`src/rtl/dmem_pkg.sv`:
```
// Shared types and constants for the data-memory arbiter.
// Holds the FSM state enum, the memory-mapped port addresses and the width defaults.
package dmem_pkg;

    typedef enum logic [1:0] {
        IDLE    = 2'd0,
        ADDR    = 2'd1,
        ACCESS  = 2'd2,
        CAPTURE = 2'd3
    } state_t;

    localparam int ADDR_W_DEF = 10;
    localparam int DATA_W_DEF = 8;

    localparam logic [9:0] INPUT_PORT  = 10'h3FE;
    localparam logic [9:0] OUTPUT_PORT = 10'h3FF;

endpackage

```
`src/rtl/rr_arbiter_2.sv`:
```
// Two-way round-robin arbiter: the requester not served last wins a tie.
// After reset the pointer says B was served last, so A has priority.
module rr_arbiter_2 (
    input  logic       clk,
    input  logic       rst_n,
    input  logic [1:0] req,
    input  logic       update,
    output logic [1:0] grant
);

    logic last_b;

    always_comb begin
        grant = 2'b00;
        if (req[0] && (!req[1] || last_b))
            grant[0] = 1'b1;
        else if (req[1])
            grant[1] = 1'b1;
    end

    // Pointer moves only when the grant is actually taken.
    always_ff @(posedge clk or negedge rst_n) begin
        if (!rst_n)
            last_b <= 1'b1;
        else if (update && (grant != 2'b00))
            last_b <= grant[1];
    end

endmodule

```
`src/rtl/dmem_arbiter.sv`:
```
// Arbitrates a core (A) and a loader (B) onto a single-ported memory manager.
// Each access walks IDLE -> ADDR -> ACCESS -> CAPTURE; ack pulses in the following cycle.
module dmem_arbiter
    import dmem_pkg::*;
#(
    parameter int ADDR_W = ADDR_W_DEF,
    parameter int DATA_W = DATA_W_DEF
) (
    input  logic              clk,
    input  logic              rst_n,
    input  logic              a_req,
    input  logic              a_we,
    input  logic [ADDR_W-1:0] a_addr,
    input  logic [DATA_W-1:0] a_wdata,
    output logic              a_ack,
    output logic              a_err,
    output logic [DATA_W-1:0] a_rdata,
    input  logic              b_req,
    input  logic              b_we,
    input  logic [ADDR_W-1:0] b_addr,
    input  logic [DATA_W-1:0] b_wdata,
    output logic              b_ack,
    output logic              b_err,
    output logic [DATA_W-1:0] b_rdata,
    output logic              mem_addr_write_en,
    output logic              mem_write_en,
    output logic              mem_read_en,
    output logic [ADDR_W-1:0] mem_addr,
    output logic [DATA_W-1:0] mem_wdata,
    input  logic [DATA_W-1:0] mem_rdata
);

    localparam logic [ADDR_W-1:0] IN_PORT  = ADDR_W'(INPUT_PORT);
    localparam logic [ADDR_W-1:0] OUT_PORT = ADDR_W'(OUTPUT_PORT);

    state_t            state, state_nxt;
    logic [1:0]        elig, grant;
    logic              take;
    logic              owner_b, we_q, guard_q;
    logic              sel_we;
    logic [ADDR_W-1:0] sel_addr;
    logic [DATA_W-1:0] sel_wdata, cap_data;

    // A requester being acked this cycle still holds req; mask it so the other side gets the slot.
    assign elig = {b_req & ~b_ack, a_req & ~a_ack};
    assign take = (state == IDLE) && (grant != 2'b00);

    rr_arbiter_2 u_rr (
        .clk    (clk),
        .rst_n  (rst_n),
        .req    (elig),
        .update (take),
        .grant  (grant)
    );

    assign sel_we    = grant[1] ? b_we    : a_we;
    assign sel_addr  = grant[1] ? b_addr  : a_addr;
    assign sel_wdata = grant[1] ? b_wdata : a_wdata;

    always_ff @(posedge clk or negedge rst_n) begin
        if (!rst_n)
            state <= IDLE;
        else
            state <= state_nxt;
    end

    always_comb begin
        state_nxt = state;
        case (state)
            IDLE:    if (grant != 2'b00) state_nxt = ADDR;
            ADDR:    state_nxt = ACCESS;
            ACCESS:  state_nxt = CAPTURE;
            CAPTURE: state_nxt = IDLE;
            default: state_nxt = IDLE;
        endcase
    end

    always_comb begin
        mem_addr_write_en = 1'b0;
        mem_write_en      = 1'b0;
        mem_read_en       = 1'b0;
        case (state)
            ADDR:   mem_addr_write_en = 1'b1;
            ACCESS: begin
                mem_write_en = we_q & ~guard_q;
                mem_read_en  = ~we_q & ~guard_q;
            end
            default: ;
        endcase
    end

    // Everything about the transaction is captured at grant so later req/addr changes are ignored.
    always_ff @(posedge clk or negedge rst_n) begin
        if (!rst_n) begin
            owner_b   <= 1'b0;
            we_q      <= 1'b0;
            guard_q   <= 1'b0;
            mem_addr  <= '0;
            mem_wdata <= '0;
        end else if (take) begin
            owner_b   <= grant[1];
            we_q      <= sel_we;
            guard_q   <= sel_we ? (sel_addr == IN_PORT) : (sel_addr == OUT_PORT);
            mem_addr  <= sel_addr;
            mem_wdata <= sel_wdata;
        end
    end

    assign cap_data = (we_q || guard_q) ? '0 : mem_rdata;

    always_ff @(posedge clk or negedge rst_n) begin
        if (!rst_n) begin
            a_ack   <= 1'b0;
            a_err   <= 1'b0;
            a_rdata <= '0;
            b_ack   <= 1'b0;
            b_err   <= 1'b0;
            b_rdata <= '0;
        end else begin
            a_ack <= 1'b0;
            a_err <= 1'b0;
            b_ack <= 1'b0;
            b_err <= 1'b0;
            if (state == CAPTURE) begin
                if (owner_b) begin
                    b_ack   <= 1'b1;
                    b_err   <= guard_q;
                    b_rdata <= cap_data;
                end else begin
                    a_ack   <= 1'b1;
                    a_err   <= guard_q;
                    a_rdata <= cap_data;
                end
            end
        end
    end

endmodule

```
`config.mk`:
```
export PLATFORM = sky130hd
export DESIGN_NAME = dmem_arbiter
export DESIGN_NICKNAME = d
export VERILOG_FILES = /design/src/rtl/dmem_pkg.sv /design/src/rtl/rr_arbiter_2.sv /design/src/rtl/dmem_arbiter.sv
export SDC_FILE = /design/constraint.sdc
export NUM_CORES = 1
export LEC_CHECK = 0
export ABC_AREA = 1
export BUFFER_PORTS_ARGS = -buffer_cell sky130_fd_sc_hd__buf_2
export CAP_MARGIN = 20
export CORE_ASPECT_RATIO = 0.75
export CORE_MARGIN = 5
export CORE_UTILIZATION = 47
export DETAILED_ROUTE_END_ITERATION = 10
export PLACE_DENSITY = 0.89
export SKIP_CTS_REPAIR_TIMING = 1
export SLEW_MARGIN = 10
export SYNTH_ARGS = -nofsm -noshare
export SYNTH_HDL_FRONTEND = slang
export SYNTH_HIERARCHICAL = 1
export SYNTH_SLANG_ARGS = --single-unit
```
`constraint.sdc`:
```
create_clock -name clk -period 1.85 [get_ports clk]
set_input_delay 0.0925 -clock clk [delete_from_list [all_inputs] [get_ports clk]]
set_output_delay 0.0925 -clock clk [all_outputs]
set_load 0.1 [all_outputs]
```
==> results of run 1 <==
[through the flow]
step,instances,setup TNS (ns),setup slack [ns],cell area (µm²),utilization
global route,410,0,0.0167,2730,0.657
finish,410,0,0.143,2730,0.657
global placement,401,0,0.0869,2600,0.627
CTS,409,-0.490,-0.0692,2690,0.648
detailed placement,401,-0.374,-0.0612,2600,0.627
floorplan,261,0,0.0762,2100,-
[cells in the mapped netlist (all sizes together)]
cell type	n
ha	5
nor2	20
buf	9
clkbuf	1
dfrtp	43
a21oi	1
a31oi	8
o21ai	30
inv	34
nand3	2
nor3	2
a21boi	2
dfstp	1
nand2	103
[path summary, 6_finish.rpt]
| check | endpoint | slack (ns) |
|---|---|---|
| setup / recovery | mem_wdata[6] | 0.14 |
| hold / removal | mem_wdata[7] | 0.05 |
| setup reg to reg | mem_wdata[6] | 0.14 |
| hold reg to reg | a_rdata[4] | 0.49 |
| max in group asynchronous | u_rr/last_b | 1.30 |
| min in group asynchronous | mem_wdata[5] | 0.30 |
[worst max-delay path, cell delays in order, from the launching register on]
cell and delay, ns:
dfrtp_4 0.48, nor2_2 0.17, a21boi_4 0.26, inv_4 0.14
a21oi_4 0.19, buf_4 0.19, nor2_1 0.06, a31oi_1 0.15
[routing by layer]
layer | share of wire | global-route usage | up-vias
li1 | - | - | 989
met1 | 0.42 | 0.217 | 890
met2 | 0.50 | 0.291 | 44
met3 | 0.060 | 0.0366 | 7
met4 | 0.016 | 0.0759 | 0
met5 | 0 | 0 | -
[placed cells by master (no fill, tap or decap), types with 4 or more instances in the layout]
| master | count |
|---|---|
| a31oi_1 | 8 |
| buf_2 | 88 |
| buf_4 | 4 |
| clkbuf_8 | 6 |
| dfrtp_1 | 41 |
| ha_1 | 5 |
| inv_1 | 31 |
| nand2_1 | 103 |
| nor2_1 | 18 |
| o21ai_0 | 20 |
| o21ai_1 | 10 |
[area by class of cell]
class                           instances  share of cell area
Multi-Input combinational cell        173               0.298
Inverter                               34              0.0477
Sequential cell                        44               0.406
Tap cell                               55              0.0252
Clock buffer                            8              0.0330
Timing Repair Buffer                   96               0.190
[flip-flops by register name, indices dropped and copies added (netlist names)]
| register | flops |
|---|---|
| a_ack | 1 |
| a_err | 1 |
| a_rdata | 8 |
| b_ack | 1 |
| b_err | 1 |
| b_rdata | 8 |
| guard_q | 1 |
| mem_addr | 10 |
| mem_wdata | 8 |
| owner_b | 1 |
| state | 2 |
| u_rr/last_b | 1 |
| we_q | 1 |
[logic make-up after synthesis]
group | synth area share
buffers and inverters | 0.0936
adders and majority gates | 0.0302
and+or+nand+nor | 0.232
DFF | 0.532
AOI/OAI and AO/OA | 0.112
==> results.json, run 1 <==
{
  "status": "complete, no violations",
  "yosysTopAreaCellShare": 0.519,
  "tightestPinTransition_ns": 0.503,
  "arrival_ns": 1.92,
  "setup_violations": 0,
  "hp-start": "a_wdata[7]",
  "vias": 1930,
  "skew_ns": 0.00839,
  "worst_hold_path.num_cells": 3,
  "synth_cells": 261,
  "ys_warn_count": 6,
  "max_slew_margin": 0.664,
  "rr_worst_depth": 7,
  "end_kind": "flip-flop",
  "post_drt_wl_per_cell_um": 11.8,
  "dpl.hpwl_mm": 3.78,
  "routed_wl_mm": 4.85,
  "ys_top_cells_by_area": "dfrtp_1 (52%), nand2_1 (19%), inv_1 (5.6%), o21ai_0 (4.8%), nor2_1 (3.6%)",
  "clock_latency_ns": 0.29,
  "final_nets": 409,
  "multi_input_area_um2": 815,
  "core_area_mm2": 0.00415,
  "port_buffers": 90,
  "clock-sinks": 44,
  "grt_usage": 0.173,
  "crit_start": "b_ack",
  "ys_types": 19,
  "htree_num_levels": 2,
  "holdWs_ns": 0.0497,
  "cts_max_path_buffers": 2,
  "cts_buffers": 5,
  "cts_tree": "built",
  "vias_per_cell": 4.71,
  "post-route-drc-count": 0,
  "grt_overflow": 0,
  "die_w_um": 86.7,
  "grt_antenna_before_repair": 0,
  "n_antenna_cell": 0,
  "register_area_mm2": 0.00111,
  "min_period_ns": 1.71,
  "grt_pass1_vias": 1786,
  "grt_first_pass_wirelength_mm": 7.87,
  "fmaxAchievable_mhz": 586,
  "cp.required_ns": 2.06,
  "placementRows": 20,
  "ant_nets": 0,
  "pin_count": 91,
  "fin_crit_sh": 0.923,
  "fill_cells": 353,
  "cap_violations": 0,
  "syn_nets": 316,
  "rsz0062_at_grt": "no",
  "path_class": "flip-flop to flip-flop",
  "hold_viol": 0,
  "drt_first_pass_iters": 4,
  "grt_max_degree": 45,
  "gp_congestion": 0.770,
  "rr_startpoint": "b_ack",
  "crit_path_max_fanout": 23,
  "area_growth_syn_to_layout_pct": 31.8,
  "path_clk_slew_ns": 0.08,
  "dieHeight_um": 67.5,
  "synth_seq_area_share": 0.532,
  "yosysTopAreaCell": "dfrtp_1",
  "initial_core_util": 0.499,
  "crit_path_start_kind": "flip-flop",
  "syn_avg_cell_area_um2": 7.94,
  "drv_slew": 0,
  "die_area_mm2": 0.00585,
  "drt_first_iter_violations": 91,
  "cts_root_buf": "clkbuf_8",
  "synth-seq-cells": 44,
  "syn-cell-area_mm2": 0.00207,
  "hp-class": "input pin to flip-flop",
  "drive_above_1_share": 0.318
}
Power of run 1 is left out: the tool's default activity adds up to more than one toggle a clock period on the data nets, which glitch-free logic cannot reach.
==> run 2, diff against run 1 <==
--- a/config.mk
+++ b/config.mk
@@ -12,6 +12,7 @@
 export CORE_MARGIN = 5
 export CORE_UTILIZATION = 47
 export DETAILED_ROUTE_END_ITERATION = 10
+export HOLD_SLACK_MARGIN = 0.05
 export PLACE_DENSITY = 0.89
 export SKIP_CTS_REPAIR_TIMING = 1
 export SLEW_MARGIN = 10
==> constraint.sdc (replaced) <==
create_clock -name clk -period 1.7 [get_ports clk]
set_input_delay 0.085 -clock clk [delete_from_list [all_inputs] [get_ports clk]]
set_output_delay 0.085 -clock clk [all_outputs]
set_load 0.1 [all_outputs]
==> results.json, run 2 (synthesized netlist as in run 1, its figures left out) <==
{
  "reg2reg_to": "mem_wdata[5]",
  "path_clk_slew_ns": 0.07,
  "cap_violations": 0,
  "initial_core_util": 0.499,
  "die_w_um": 86.7,
  "cts_tree": "built",
  "clock-sinks": 44,
  "regMostFlops": "mem_addr",
  "route.met3.wl_um": 367,
  "wl_met2_mm": 2.81,
  "port_buffers": 90,
  "fin_crit_sh": 0.963,
  "vias": 1971,
  "core_area_mm2": 0.00415,
  "hp-start": "a_wdata[0]",
  "drive_above_1_share": 0.331,
  "fmaxAchievable_mhz": 611,
  "clock_latency_ns": 0.29,
  "hp-class": "input pin to flip-flop",
  "register_area_mm2": 0.00111,
  "hold_viol": 0,
  "dieHeight_um": 67.5,
  "rsz0062_at_grt": "yes",
  "multi_input_area_um2": 827,
  "post-place-cells": 404,
  "grt_pass1_vias": 1889,
  "top_layer": "met4",
  "cts_max_path_buffers": 2,
  "final_nets": 412,
  "path_class": "flip-flop to flip-flop",
  "end_kind": "flip-flop",
  "cts_root_buf": "clkbuf_8",
  "post_drt_wl_per_cell_um": 12.8,
  "stdcell_count": 412,
  "htree_num_levels": 2,
  "grt_first_pass_wirelength_mm": 8.60,
  "n_antenna_cell": 0,
  "arrival_ns": 1.84,
  "grt_usage": 0.191,
  "grt_overflow": 0,
  "cts_buffers": 5,
  "placementRows": 20,
  "skew_ns": 0.0105,
  "vias_per_cell": 4.78,
  "tightestPinTransition_ns": 0.561,
  "rrSetupSlack_ns": 0.06,
  "drv_slew": 0,
  "layout_commonest_cell": "nand2_1",
  "grt_antenna_before_repair": 0,
  "wl_met1_mm": 2.05,
  "drt_first_iter_violations": 122,
  "max_slew_margin": 0.625,
  "largest_reg_flops": 10,
  "pin_count": 91,
  "routed_wl_mm": 5.29,
  "gp_congestion": 0.769,
  "status": "complete, no violations",
  "worst_hold_path.num_cells": 3,
  "rr_worst_depth": 7,
  "area_growth_syn_to_layout_pct": 37.0,
  "grt_max_degree": 24,
  "min_to": "mem_wdata[0]",
  "min_period_ns": 1.64,
  "crit_path_max_fanout": 17,
  "cp.required_ns": 1.91,
  "die_area_mm2": 0.00585,
  "dpl.hpwl_mm": 4.19,
  "ant_nets": 0,
  "post-route-drc-count": 0,
  "drt_first_pass_iters": 4,
  "rr_startpoint": "b_ack",
  "crit_path_start_kind": "flip-flop",
  "setup_violations": 0,
  "final_cell_mix": "nand2_1 (102), buf_2 (88), dfrtp_1 (41)",
  "fill_cells": 347
}
-- run 2: cell count changes in the layout (fill, tap and decap cells not counted), moves of 2 or more --
cell | before | now
nor2_2 | 2 | 0
nor2_4 | 0 | 2
bufinv_16 | 0 | 2
buf_12 | 1 | 3
clkbuf_1 | 2 | 0
-- run 2: critical path, stage by stage, from the launching register on --
cell	delay, ns
dfrtp_4	0.49
nor2_4	0.14
a21boi_4	0.26
inv_6	0.10
a21oi_4	0.19
buf_4	0.19
nor2_1	0.05
a31oi_1	0.14
-- run 2: metrics by stage --
step | hold slack, ns | instance area, µm² | setup TNS (ns) | setup WS [ns] | util
2_1_floorplan | -0.211 | 2110 | 0 | 0.0199 | -
3_3_place_gp | 0.0980 | 2670 | 0 | 0.133 | 0.642
3_5_place_dp | 0.0914 | 2670 | 0 | 0.0156 | 0.642
4_1_cts | -0.234 | 2800 | 0 | 0.0231 | 0.673
5_1_grt | 0.0657 | 2840 | -0.436 | -0.0466 | 0.683
6_report | 0.0486 | 2840 | 0 | 0.0635 | 0.683
-- run 2: how the worst max path moves through the flow --
stage	slack [ns]	endpoint	cells past startpoint	start
6_report	0.06	mem_wdata[5]	7	b_ack
2_1_floorplan	0.02	guard_q	9	b_ack
3_3_place_gp	0.13	owner_b	7	b_ack
4_1_cts	0.02	mem_wdata[1]	7	b_ack
3_5_place_dp	0.02	mem_wdata[1]	7	b_ack
5_1_grt	-0.05	mem_wdata[1]	7	a_ack
-- run 2: layout make-up --
| type | instances | area share |
|---|---|---|
| clock buffer | 5 | 0.0243 |
| clock inverter | 2 | 0.0212 |
| inverter | 34 | 0.0467 |
| multi-input combinational | 173 | 0.291 |
| sequential | 44 | 0.391 |
| tap | 55 | 0.0243 |
| timing repair buffer | 99 | 0.201 |
-- run 2: layer usage --
layer,vias up,GRT usage
met3,8,0.0463
met5,-,0
li1,995,-
met4,0,0.0720
met1,901,0.230
met2,67,0.335
Power of run 2 is left out for the same reason.
==> run 3, diff against run 2 <==
--- a/config.mk
+++ b/config.mk
@@ -10,10 +10,11 @@
 export CAP_MARGIN = 20
 export CORE_ASPECT_RATIO = 0.75
 export CORE_MARGIN = 5
-export CORE_UTILIZATION = 47
+export CORE_UTILIZATION = 49
+export CTS_BUF_LIST = sky130_fd_sc_hd__clkbuf_8
 export DETAILED_ROUTE_END_ITERATION = 10
 export HOLD_SLACK_MARGIN = 0.05
-export PLACE_DENSITY = 0.89
+export PLACE_DENSITY = 0.92
 export SKIP_CTS_REPAIR_TIMING = 1
 export SLEW_MARGIN = 10
 export SYNTH_ARGS = -nofsm -noshare
==> results.json, run 3 (synthesized netlist as in run 1, its figures left out) <==
{
  "path_class": "flip-flop to flip-flop",
  "layout_commonest_cell": "nand2_1",
  "crit_path_max_fanout": 7,
  "grt_pass1_vias": 1942,
  "grt_max_degree": 22,
  "hp-start": "b_wdata[7]",
  "stdcell_count": 424,
  "cp_cell_sequence": "nor2_4 -> a21boi_4 -> clkinv_4 -> a21oi_4 -> buf_12 -> buf_8 -> nor2_1 -> a31oi_1",
  "tightestPinTransition_ns": 0.505,
  "crit_path_start_kind": "flip-flop",
  "cts_buffers": 5,
  "skew_ns": 0.0120,
  "gp_congestion": 0.779,
  "end_kind": "flip-flop",
  "rrSetupSlack_ns": -0.02,
  "grt_first_pass_wirelength_mm": 8.76,
  "n_antenna_cell": 0,
  "vias_per_cell": 4.86,
  "cts_max_path_buffers": 2,
  "setup_tns_ns": -0.0841,
  "crit_family": "compound AO/OA/AOI/OAI gates",
  "drt_first_iter_violations": 138,
  "crit_start": "b_ack",
  "max_slew_margin": 0.663,
  "grt_antenna_before_repair": 0,
  "drive_above_1_share": 0.358,
  "final_nets": 423,
  "drv_slew": 0,
  "grt_usage": 0.194,
  "cpPeakStageDelay_ns": 0.50,
  "cp.required_ns": 1.92,
  "dieHeight_um": 66.3,
  "clock-sinks": 44,
  "fmaxAchievable_mhz": 580,
  "grt_overflow": 0,
  "place_ws_ns": 0.00831,
  "area_growth_syn_to_layout_pct": 41.8,
  "final_core_util": 0.721,
  "path_clk_slew_ns": 0.09,
  "die_w_um": 85.1,
  "hp-class": "input pin to flip-flop",
  "post_drt_wl_per_cell_um": 13.9,
  "violations": "negative setup slack",
  "port_buffers": 90,
  "drt_first_pass_iters": 4,
  "pin_count": 91,
  "final_cell_mix": "nand2_1 (101), buf_2 (90), dfrtp_1 (41)",
  "status": "finished with violations",
  "min_period_ns": 1.72,
  "initial_core_util": 0.508,
  "ant_nets": 0,
  "dpl.hpwl_mm": 4.00,
  "routed_wl_mm": 5.90,
  "fin_crit_sh": 1.01,
  "setup_violations": 6,
  "post-route-drc-count": 0,
  "cap_violations": 0,
  "rr_startpoint": "b_ack",
  "clock_latency_ns": 0.30,
  "largest_reg_flops": 10,
  "vias": 2062,
  "path_buf_inv": 3,
  "hold_viol": 0,
  "core_area_mm2": 0.00408,
  "arrival_ns": 1.94,
  "cts_tree": "built",
  "die_area_mm2": 0.00564,
  "fin_ws_ns": -0.0250,
  "cpMaxStageDelayCell": "dfrtp_4",
  "post-place-cells": 405,
  "htree_num_levels": 2,
  "placementRows": 20,
  "rsz0062_at_grt": "yes",
  "regMostFlops": "mem_addr",
  "cts_root_buf": "clkbuf_8"
}
==> run 3: cell type report <==
type / instances / area, µm²
fillers: 293 / 1140
flip-flops and latches: 44 / 1110
multi-input cells: 173 / 850
repair buffers: 109 / 661
inverters: 34 / 138
clock buffers: 5 / 68.8
well taps: 55 / 68.8
clock inverters: 3 / 38.8
repair inverters: 1 / 5.00
==> run 3: layer usage <==
metal  up-vias  GRT usage  routed length, µm
met1       962      0.245               2340
met4         0     0.0553                151
li1       1014          -                  -
met5         -          0                  0
met2        74      0.328               3000
met3        12     0.0523                409
==> run 3: worst register-to-register path: stages (launching register included) <==
cell,delay (ns)
dfrtp_4,0.50
nor2_4,0.13
a21boi_4,0.25
clkinv_4,0.12
a21oi_4,0.19
buf_12,0.15
buf_8,0.12
nor2_1,0.05
a31oi_1,0.16
==> run 3: metrics by stage <==
step	area, µm²	hold WS (ns)
6_report	2940	0.0393
3_3_place_gp	2660	-0.0548
5_1_grt	2940	0.0481
2_1_floorplan	2110	-0.211
3_5_place_dp	2660	-0.0539
4_1_cts	2770	-0.374
==> run 3: path summary, 6_finish.rpt <==
path,end,cells after the start
worst min-delay path,mem_wdata[7],3
max in group asynchronous,u_rr/last_b,3
worst min register to register,a_rdata[3],2
min in group asynchronous,mem_wdata[2],2
worst max-delay path,mem_wdata[0],8
worst max register to register,mem_wdata[0],8
Power of run 3 is left out for the same reason.
